File: src/rtl/control_spi_tx_if.sv
// control_spi_tx_if -- request/data/SPI bundle for the control-frame SPI master.
//   master modport : drives i_Start, i_Data0..i_Data4; observes SPI pins, o_Busy, o_Done
//   slave modport  : the control_spi_tx block itself
interface control_spi_tx_if;
    logic        i_Start;
    logic [15:0] i_Data0;
    logic [15:0] i_Data1;
    logic [15:0] i_Data2;
    logic [15:0] i_Data3;
    logic [15:0] i_Data4;
    logic        o_SPI_CS;
    logic        o_SPI_Clock;
    logic        o_SPI_Data;
    logic        o_Busy;
    logic        o_Done;

    modport master (
        output i_Start, i_Data0, i_Data1, i_Data2, i_Data3, i_Data4,
        input  o_SPI_CS, o_SPI_Clock, o_SPI_Data, o_Busy, o_Done
    );

    modport slave (
        input  i_Start, i_Data0, i_Data1, i_Data2, i_Data3, i_Data4,
        output o_SPI_CS, o_SPI_Clock, o_SPI_Data, o_Busy, o_Done
    );
endinterface

File: src/rtl/control_spi_tx.sv
// control_spi_tx -- SPI mode-0 master that sends the 5-word control frame
// (frequency, harmonic scale, scale initial, frequency offset, comb interval)
// MSB first to the ADC SPI receiver.
//   Main_Clock : system clock, rising edge
//   Reset      : synchronous, active-high
//   bus        : control_spi_tx_if.slave (i_Start, i_Data0..4 in;
//                o_SPI_CS, o_SPI_Clock, o_SPI_Data, o_Busy, o_Done out, all registered)
//   CLK_DIV    : Main_Clock cycles per SCK half-period (2..255)
// Optional feature: define CONTROL_SPI_TX_CHECKSUM_EN to append a sixth word
// holding the mod-2^16 sum of the five control words (96-bit frame).
module control_spi_tx #(
    parameter int unsigned CLK_DIV = 4
) (
    input  logic                 Main_Clock,
    input  logic                 Reset,
    control_spi_tx_if.slave      bus
);

    localparam int unsigned WORD_W    = 16;
`ifdef CONTROL_SPI_TX_CHECKSUM_EN
    localparam int unsigned NUM_WORDS = 6;
`else
    localparam int unsigned NUM_WORDS = 5;
`endif
    localparam int unsigned FRAME_BITS = WORD_W * NUM_WORDS;
    localparam int unsigned DIV_W      = 8;
    localparam int unsigned BIT_CNT_W  = 7;
    localparam logic [DIV_W-1:0]     DIV_LAST = DIV_W'(CLK_DIV - 1);
    localparam logic [BIT_CNT_W-1:0] BIT_LAST = BIT_CNT_W'(FRAME_BITS);

    typedef enum logic [2:0] {
        IDLE,
        SETUP,
        SCK_HIGH,
        SCK_LOW,
        GAP
    } state_t;

    state_t                  r_state;
    logic [DIV_W-1:0]        r_div_cnt;
    logic [BIT_CNT_W-1:0]    r_bit_cnt;
    // Holds the bits still to be sent after the one on o_SPI_Data
    logic [FRAME_BITS-2:0]   r_shift;
    logic                    r_cs;
    logic                    r_sck;
    logic                    r_data;
    logic                    r_busy;
    logic                    r_done;

    logic [FRAME_BITS-1:0]   w_frame;
    logic                    w_div_end;

`ifdef CONTROL_SPI_TX_CHECKSUM_EN
    logic [WORD_W-1:0]       w_checksum;
    assign w_checksum = bus.i_Data0 + bus.i_Data1 + bus.i_Data2 + bus.i_Data3 + bus.i_Data4;
    assign w_frame    = {bus.i_Data0, bus.i_Data1, bus.i_Data2, bus.i_Data3, bus.i_Data4, w_checksum};
`else
    assign w_frame    = {bus.i_Data0, bus.i_Data1, bus.i_Data2, bus.i_Data3, bus.i_Data4};
`endif

    assign w_div_end = (r_div_cnt == DIV_LAST);

    // Frame sequencer; outputs are updated together with the state they belong to
    always_ff @(posedge Main_Clock) begin
        if (Reset) begin
            r_state   <= IDLE;
            r_div_cnt <= '0;
            r_bit_cnt <= '0;
            r_shift   <= '0;
            r_cs      <= 1'b1;
            r_sck     <= 1'b0;
            r_data    <= 1'b0;
            r_busy    <= 1'b0;
            r_done    <= 1'b0;
        end else begin
            r_done <= 1'b0;
            case (r_state)
                IDLE: begin
                    if (bus.i_Start) begin
                        r_state   <= SETUP;
                        r_div_cnt <= '0;
                        r_bit_cnt <= '0;
                        r_shift   <= w_frame[FRAME_BITS-2:0];
                        r_data    <= w_frame[FRAME_BITS-1];
                        r_cs      <= 1'b0;
                        r_busy    <= 1'b1;
                    end
                end
                SETUP: begin
                    if (w_div_end) begin
                        r_div_cnt <= '0;
                        r_sck     <= 1'b1;
                        r_state   <= SCK_HIGH;
                    end else begin
                        r_div_cnt <= r_div_cnt + DIV_W'(1);
                    end
                end
                SCK_HIGH: begin
                    // Leaving the high phase: the receiver has sampled, present the next bit
                    if (w_div_end) begin
                        r_div_cnt <= '0;
                        r_sck     <= 1'b0;
                        r_data    <= r_shift[FRAME_BITS-2];
                        r_shift   <= {r_shift[FRAME_BITS-3:0], 1'b0};
                        r_bit_cnt <= r_bit_cnt + BIT_CNT_W'(1);
                        r_state   <= SCK_LOW;
                    end else begin
                        r_div_cnt <= r_div_cnt + DIV_W'(1);
                    end
                end
                SCK_LOW: begin
                    if (w_div_end) begin
                        r_div_cnt <= '0;
                        if (r_bit_cnt == BIT_LAST) begin
                            r_cs    <= 1'b1;
                            r_data  <= 1'b0;
                            r_done  <= 1'b1;
                            r_state <= GAP;
                        end else begin
                            r_sck   <= 1'b1;
                            r_state <= SCK_HIGH;
                        end
                    end else begin
                        r_div_cnt <= r_div_cnt + DIV_W'(1);
                    end
                end
                GAP: begin
                    if (w_div_end) begin
                        r_div_cnt <= '0;
                        r_busy    <= 1'b0;
                        r_state   <= IDLE;
                    end else begin
                        r_div_cnt <= r_div_cnt + DIV_W'(1);
                    end
                end
                default: begin
                    r_state <= IDLE;
                end
            endcase
        end
    end

    assign bus.o_SPI_CS    = r_cs;
    assign bus.o_SPI_Clock = r_sck;
    assign bus.o_SPI_Data  = r_data;
    assign bus.o_Busy      = r_busy;
    assign bus.o_Done      = r_done;

endmodule

File: src/flat_wrapper.sv
// flat-port wrapper written by rule: the top's interface ports become plain ports
module control_spi_tx_flat 
#(
    parameter int unsigned CLK_DIV = 4
)
  (Main_Clock, Reset, bus_i_Start, bus_i_Data0, bus_i_Data1, bus_i_Data2, bus_i_Data3, bus_i_Data4, bus_o_SPI_CS, bus_o_SPI_Clock, bus_o_SPI_Data, bus_o_Busy, bus_o_Done);
  control_spi_tx_if bus_i ();
  input  logic Main_Clock;
  input  logic Reset;
  input wire logic [$bits(bus_i.i_Start)-1:0] bus_i_Start;
  input wire logic [$bits(bus_i.i_Data0)-1:0] bus_i_Data0;
  input wire logic [$bits(bus_i.i_Data1)-1:0] bus_i_Data1;
  input wire logic [$bits(bus_i.i_Data2)-1:0] bus_i_Data2;
  input wire logic [$bits(bus_i.i_Data3)-1:0] bus_i_Data3;
  input wire logic [$bits(bus_i.i_Data4)-1:0] bus_i_Data4;
  output wire logic [$bits(bus_i.o_SPI_CS)-1:0] bus_o_SPI_CS;
  output wire logic [$bits(bus_i.o_SPI_Clock)-1:0] bus_o_SPI_Clock;
  output wire logic [$bits(bus_i.o_SPI_Data)-1:0] bus_o_SPI_Data;
  output wire logic [$bits(bus_i.o_Busy)-1:0] bus_o_Busy;
  output wire logic [$bits(bus_i.o_Done)-1:0] bus_o_Done;
  assign bus_i.i_Start = bus_i_Start;
  assign bus_i.i_Data0 = bus_i_Data0;
  assign bus_i.i_Data1 = bus_i_Data1;
  assign bus_i.i_Data2 = bus_i_Data2;
  assign bus_i.i_Data3 = bus_i_Data3;
  assign bus_i.i_Data4 = bus_i_Data4;
  assign bus_o_SPI_CS = bus_i.o_SPI_CS;
  assign bus_o_SPI_Clock = bus_i.o_SPI_Clock;
  assign bus_o_SPI_Data = bus_i.o_SPI_Data;
  assign bus_o_Busy = bus_i.o_Busy;
  assign bus_o_Done = bus_i.o_Done;
  control_spi_tx #(.CLK_DIV(CLK_DIV)) u_core (.Main_Clock(Main_Clock), .Reset(Reset), .bus(bus_i));
endmodule
File: config.mk
export PLATFORM = sky130hd
export DESIGN_NAME = control_spi_tx_flat
export DESIGN_NICKNAME = d
export VERILOG_FILES = /design/src/rtl/control_spi_tx_if.sv /design/src/rtl/control_spi_tx.sv /design/src/flat_wrapper.sv
export SDC_FILE = /design/constraint.sdc
export NUM_CORES = 1
export LEC_CHECK = 0
export CAP_MARGIN = 5
export CORE_UTILIZATION = 57
export CTS_CLUSTER_SIZE = 40
export DETAILED_ROUTE_END_ITERATION = 16
export PLACE_DENSITY = 0.86
export SLEW_MARGIN = 15
export SYNTH_ARGS = -nofsm -noshare
export SYNTH_HDL_FRONTEND = slang
export SYNTH_SLANG_ARGS = --single-unit
export TNS_END_PERCENT = 30
File: constraint.sdc
create_clock -name Main_Clock -period 4.4 [get_ports Main_Clock]
set_input_delay 0.66 -clock Main_Clock [delete_from_list [all_inputs] [get_ports Main_Clock]]
set_output_delay 0.66 -clock Main_Clock [all_outputs]
set_load 0.02 [all_outputs]
Yosys cells after proc, flatten, opt, wreduce, memory -nomap -nowiden
Index checks and enable logic that the tools add are counted.
- add/subtract/negate cells: 2
- equality and inequality tests: 13
- multiplexer cells: 33
- bitwise logic cells: 2
- reductions and logical operators: 16
- operators with widths (operator ; number):
    79-bit 2-to-1 mux ; 2
    79-bit case mux with 2 select lines ; 1
    3-bit 2-to-1 mux ; 6
    8-bit 2-to-1 mux ; 2
    8-bit case mux with 2 select lines ; 1
    3-bit case mux with 5 select lines ; 1
    5-bit AND reduction ; 3
    7-bit 2-to-1 mux ; 2
    7-bit case mux with 2 select lines ; 1
    1-bit 2-to-1 mux ; 13
    2-bit by 1-bit != test with 1-bit output, second input constant ; 5
    8-bit by 1-bit adder with 8-bit output, second input constant ; 1
    8-bit by 2-bit equality test with 1-bit output, second input constant ; 1
    2-bit nonzero test ; 4
    7-bit by 1-bit adder with 7-bit output, second input constant ; 1
    7-bit equality test, second input constant ; 1
    3-bit by 2-bit equality test with 1-bit output, second input constant ; 2
    1-bit case mux with 3 select lines ; 2
    3-bit AND reduction ; 2
    3-bit nonzero test ; 2
    2-bit != test, second input constant ; 2
    1-bit case mux with 2 select lines ; 2
    4-bit AND reduction ; 1
    4-bit OR reduction ; 1
    6 further kinds ; 7
- register bits: 102
- bits of input ports: 83
- output and inout bits: 5

Depth between registers and ports, before layout
- word-level depth: 4
- mapped depth: 8
- mapped depth without buffers: 6

Worst setup path after synthesis
Ideal clock, no wire load.
- kind: input to register
- from: in bus_i_Start
- to: reg u_core.r_shift[68]
- arrival: 1.706 ns
- data required time: 4.311 ns
- slack: 2.605 ns
- stages: 7
- buffers on the path: 3
- cell sequence: nor2b_1 -> a31o_1 -> buf_4 -> buf_12 -> buf_8 -> a21oi_1 -> a311oi_2
- longest elaborated chain between the ends: 2
- RTL lines (what ; RTL line ; RTL):
    start, declared ; flat_wrapper.sv:10 ; input wire logic [$bits(bus_i.i_Start)-1:0] bus_i_Start;
    2-bit != test (no line) ; n/a ;
    3-bit AND reduction (no line) ; n/a ;
    end signal, assigned ; control_spi_tx.sv:83 ; r_shift <= w_frame[FRAME_BITS-2:0];
    end signal, assigned ; control_spi_tx.sv:104 ; r_shift <= {r_shift[FRAME_BITS-3:0], 1'b0};
    end, declared ; control_spi_tx.sv:43 ; logic [FRAME_BITS-2:0] r_shift;
Every way passes these cells.
A chain may end at the register's enable or synchronous reset.

Worst setup path after layout
- from: in bus_i_Start
- to: reg u_core.r_shift[55]
Same word-level chain as after synthesis.

==> impl_metrics.csv <==
group,metric,value,unit
synth,synth_commonest_cells,"170 x nand2_1, 102 x dfxtp_1, 91 x a21oi_1, 69 x a311oi_1, 32 x clkbuf_1",
timing,timing.hold.ws,476.9,ps
global_route,grt_usage,27.91,%
synth,syn_area,4895,um2
critical_path,critPathArrivalTime,3010,ps
synth,async_reset_ff_share,0,%
routing,met1_length,5351,um
critical_path,end_kind,"register",
placement,hpwl,7388,um
global_route,antenna_found_initial,0,
timing,fin_crit_sh,63.91,%
synth,yosysTopAreaCell,"dfxtp_1",
cts,path_clk_slew,100,ps
power_and_ir_drop,intPower,1.555,mW
timing,worstMarginPinSlew,1140,ps
placement,gp_congestion,0.8614,
cells_and_area,syn_to_final_growth,19.89,%
timing,skew,17.28,ps
power_and_ir_drop,ir_drop,0.0001881,V
power_and_ir_drop,p_per_area,386.7,nW/um2
placement,dp_cells,730,
routing,via_per_inst,6.205,
timing,setup_tns,0,ps
die,die_x,94.67,um
synth,yosysSeqAreaShare,41.72,%
routing,wl,11990,um
power_and_ir_drop,sw_frac_of_total,31.49,%
cts,ctsRootBufferMaster,"clkbuf_8",
cts,hold_buffers,0,
power_and_ir_drop,p_leak,2.043,nW
synth,netlist.area_leader.share,41.72,%
synth,synthMostInstantiatedCell,"nand2_1",
cts,cts_setup_buffers,0,
die,start_util,59.27,%
global_route,grt_pass1_vias,4296,
synth,syn_nets,678,
cts,clock_sinks,102,
die,die_h,94.67,um
cells_and_area,layout-drive-gt1-share,8.580,%
placement,place.port_buffers,87,
routing,detail_route.wl_per_cell,16.07,um
routing,vias,4629,
critical_path,critPathKind,"in -> reg",
hold_path,min_path_type,"reg -> reg",
power_and_ir_drop,switchingPower,0.7147,mW
cells_and_area,n_antenna_cell,0,
routing,drc,0,
die,ioPinCount,88,
timing,finalSetupViolCount,0,
timing,min_period,2812,ps
global_route,grt_max_degree,102,
timing,finalHoldViolations,0,
routing,top_layer_used,"met4",
cts,htree_levels,3,
cts,cts_buffers,9,
synth,ys_types,42,
synth,synth_area_leaders,"dfxtp_1 42%, nand2_1 13%, a311oi_1 12%",
routing,wl_met2,5849,um
synth,syn_area_per_cell,8.268,um2
timing,relSlewSlack,24.03,%
die,coreArea,8258,um2
synth,synth_edf_count,0,
global_route,grt_pass1_wl,20130,um
timing,fmax,355.6,MHz
synth,synth-seq-cells,102,
power_and_ir_drop,comb_power_share,24.4,%
routing,detail-route-antenna-nets,0,
global_route,grt_overflow_total,0,
critical_path,worstPathRequired,4600,ps
flow_run,maxCapViolCount,0,
routing,route.met3.wl,644,um
power_and_ir_drop,power_frac_clock,27.4,%
cts,cts_repair_resize_count,0,
critical_path,critPathMaxFanout,26,
die,rows,33,
die,design.die.area,8961,um2
synth,synth_flop_cell,"dfxtp_1",
cts,clk_latency,370,ps
cts,cts_buffer_depth,2,
routing,drt-initial-drc-count,337,
timing,rsz0062_at_grt,"false",
critical_path,start_kind,"input port",
timing,slew_violations,0,
outcome,outcome,"finished clean",
cells_and_area,fin_nets,722,
synth,ys_warn_count,0,
synth,synthCells,592,
cts,tritoncts,"yes",
routing,firstDrtPassIters,5,
power_and_ir_drop,sequentialPowerShare,48.2,%
cells_and_area,stdcell_count,746,
-- area by class of cell --
cell class / instances / area (um2)
multi-input cells: 425 / 2529
repair buffers: 93 / 938.4
well taps: 105 / 131.4
fillers: 647 / 2390
clock inverters: 5 / 57.56
inverters: 5 / 18.77
flip-flops and latches: 102 / 2042
clock buffers: 11 / 151.4
-- stage by stage --
stage | cell area (um2) | setup WS (ps) | utilization, % | power (mW)
3_3_place_gp | 5658 | 1407 | 68.52 | 1.633
5_1_grt | 5868 | 1428 | 71.06 | 2.375
6_report | 5868 | 1588 | 71.06 | 2.269
3_5_place_dp | 5658 | 1251 | 68.52 | 1.659
2_1_floorplan | 4895 | 2605 | - | 1.509
4_1_cts | 5867 | 1619 | 71.05 | 2.261
-- power groups by stage --
stage                     Sequential [mW]  Clock, mW  Combinational (mW)
final                                1.09      0.622               0.554
after global routing                 1.11      0.656               0.613
after floorplan                      1.09          0               0.418
after detailed placement             1.11          0               0.549
after global placement               1.11          0               0.526
after CTS                            1.09      0.620               0.550
-- state kept, by name, summed over array words and instances, names as in the netlist --
signal and cells:
u_core.bus.o_Busy 1, u_core.r_div_cnt 8, u_core.r_shift 79, u_core.bus.o_SPI_Data 1, u_core.bus.o_SPI_Clock 1, u_core.r_bit_cnt 7, u_core.bus.o_Done 1, u_core.r_state 3
u_core.bus.o_SPI_CS 1
-- routing by layer --
metal / vias up / GRT usage [%]
li1: 2247 / -
met1: 2200 / 38.39
met2: 167 / 44.96
met3: 15 / 4.348
met4: 0 / 8.460
met5: - / 0
-- final timing paths --
check	from	endpoint	slack (ps)	cells past startpoint
setup / recovery	bus_i_Start	u_core.r_shift[55]	1590	6
hold / removal	u_core.r_shift[16]	u_core.r_shift[17]	480	2
setup reg to reg	u_core.r_div_cnt[0]	u_core.r_shift[55]	1710	6
hold reg to reg	u_core.r_shift[16]	u_core.r_shift[17]	480	2
-- cells by family (layout without fill, tap and decap cells) --
logic type / count (synthesis) / count (layout) / synth area share, %
buffers and inverters: 65 / 114 / 7.030
AO/OA/AOI/OAI: 204 / 204 / 31.37
adder cells (fa/ha/maj): 3 / 3 / 0.7670
flip-flops: 102 / 102 / 41.72
multiplexers: 2 / 2 / 0.4090
AND/OR/NAND/NOR: 216 / 216 / 18.71
-- worst max-delay path, stage by stage --
cell and delay (ps):
clkdlybuf4s50_1 520, nor2b_1 400, a31oi_1 200, nor2_4 740, buf_4 350, a311oi_1 130
-- layout by cell type, fill, tap and decap left out, drive strengths merged --
| cell | synthesis | routed |
|---|---|---|
| clkdlybuf4s50 | 0 | 86 |
| bufinv | 0 | 1 |
| dfxtp | 102 | 102 |
| o21ba | 1 | 1 |
| nor4b | 1 | 1 |
| or3b | 1 | 1 |
| nand4 | 1 | 1 |
| o211ai | 1 | 1 |
| o21ai | 9 | 9 |
| nor2 | 14 | 14 |
| mux2i | 2 | 2 |
| or2 | 1 | 1 |
| o221a | 1 | 1 |
| a31oi | 2 | 2 |
| nand3 | 7 | 7 |
| a22oi | 2 | 2 |
| a2111oi | 1 | 1 |
| buf | 28 | 7 |
| inv | 5 | 5 |
| a21oi | 92 | 92 |
| ha | 3 | 3 |
| nand4b | 1 | 1 |
| nand2b | 7 | 7 |
| nand2 | 170 | 170 |
| clkinv | 0 | 4 |
| nor3 | 2 | 2 |
| and2 | 3 | 3 |
| a41oi | 3 | 3 |
| a32oi | 1 | 1 |
| nor2b | 2 | 2 |
| a311oi | 89 | 89 |
| nand4bb | 1 | 1 |
| and3 | 3 | 3 |
| or4 | 1 | 1 |
| o21bai | 1 | 1 |
| a31o | 1 | 1 |
| clkbuf | 32 | 11 |
| and4 | 1 | 1 |
No activity file was read; power rests on OpenSTA's default activity.
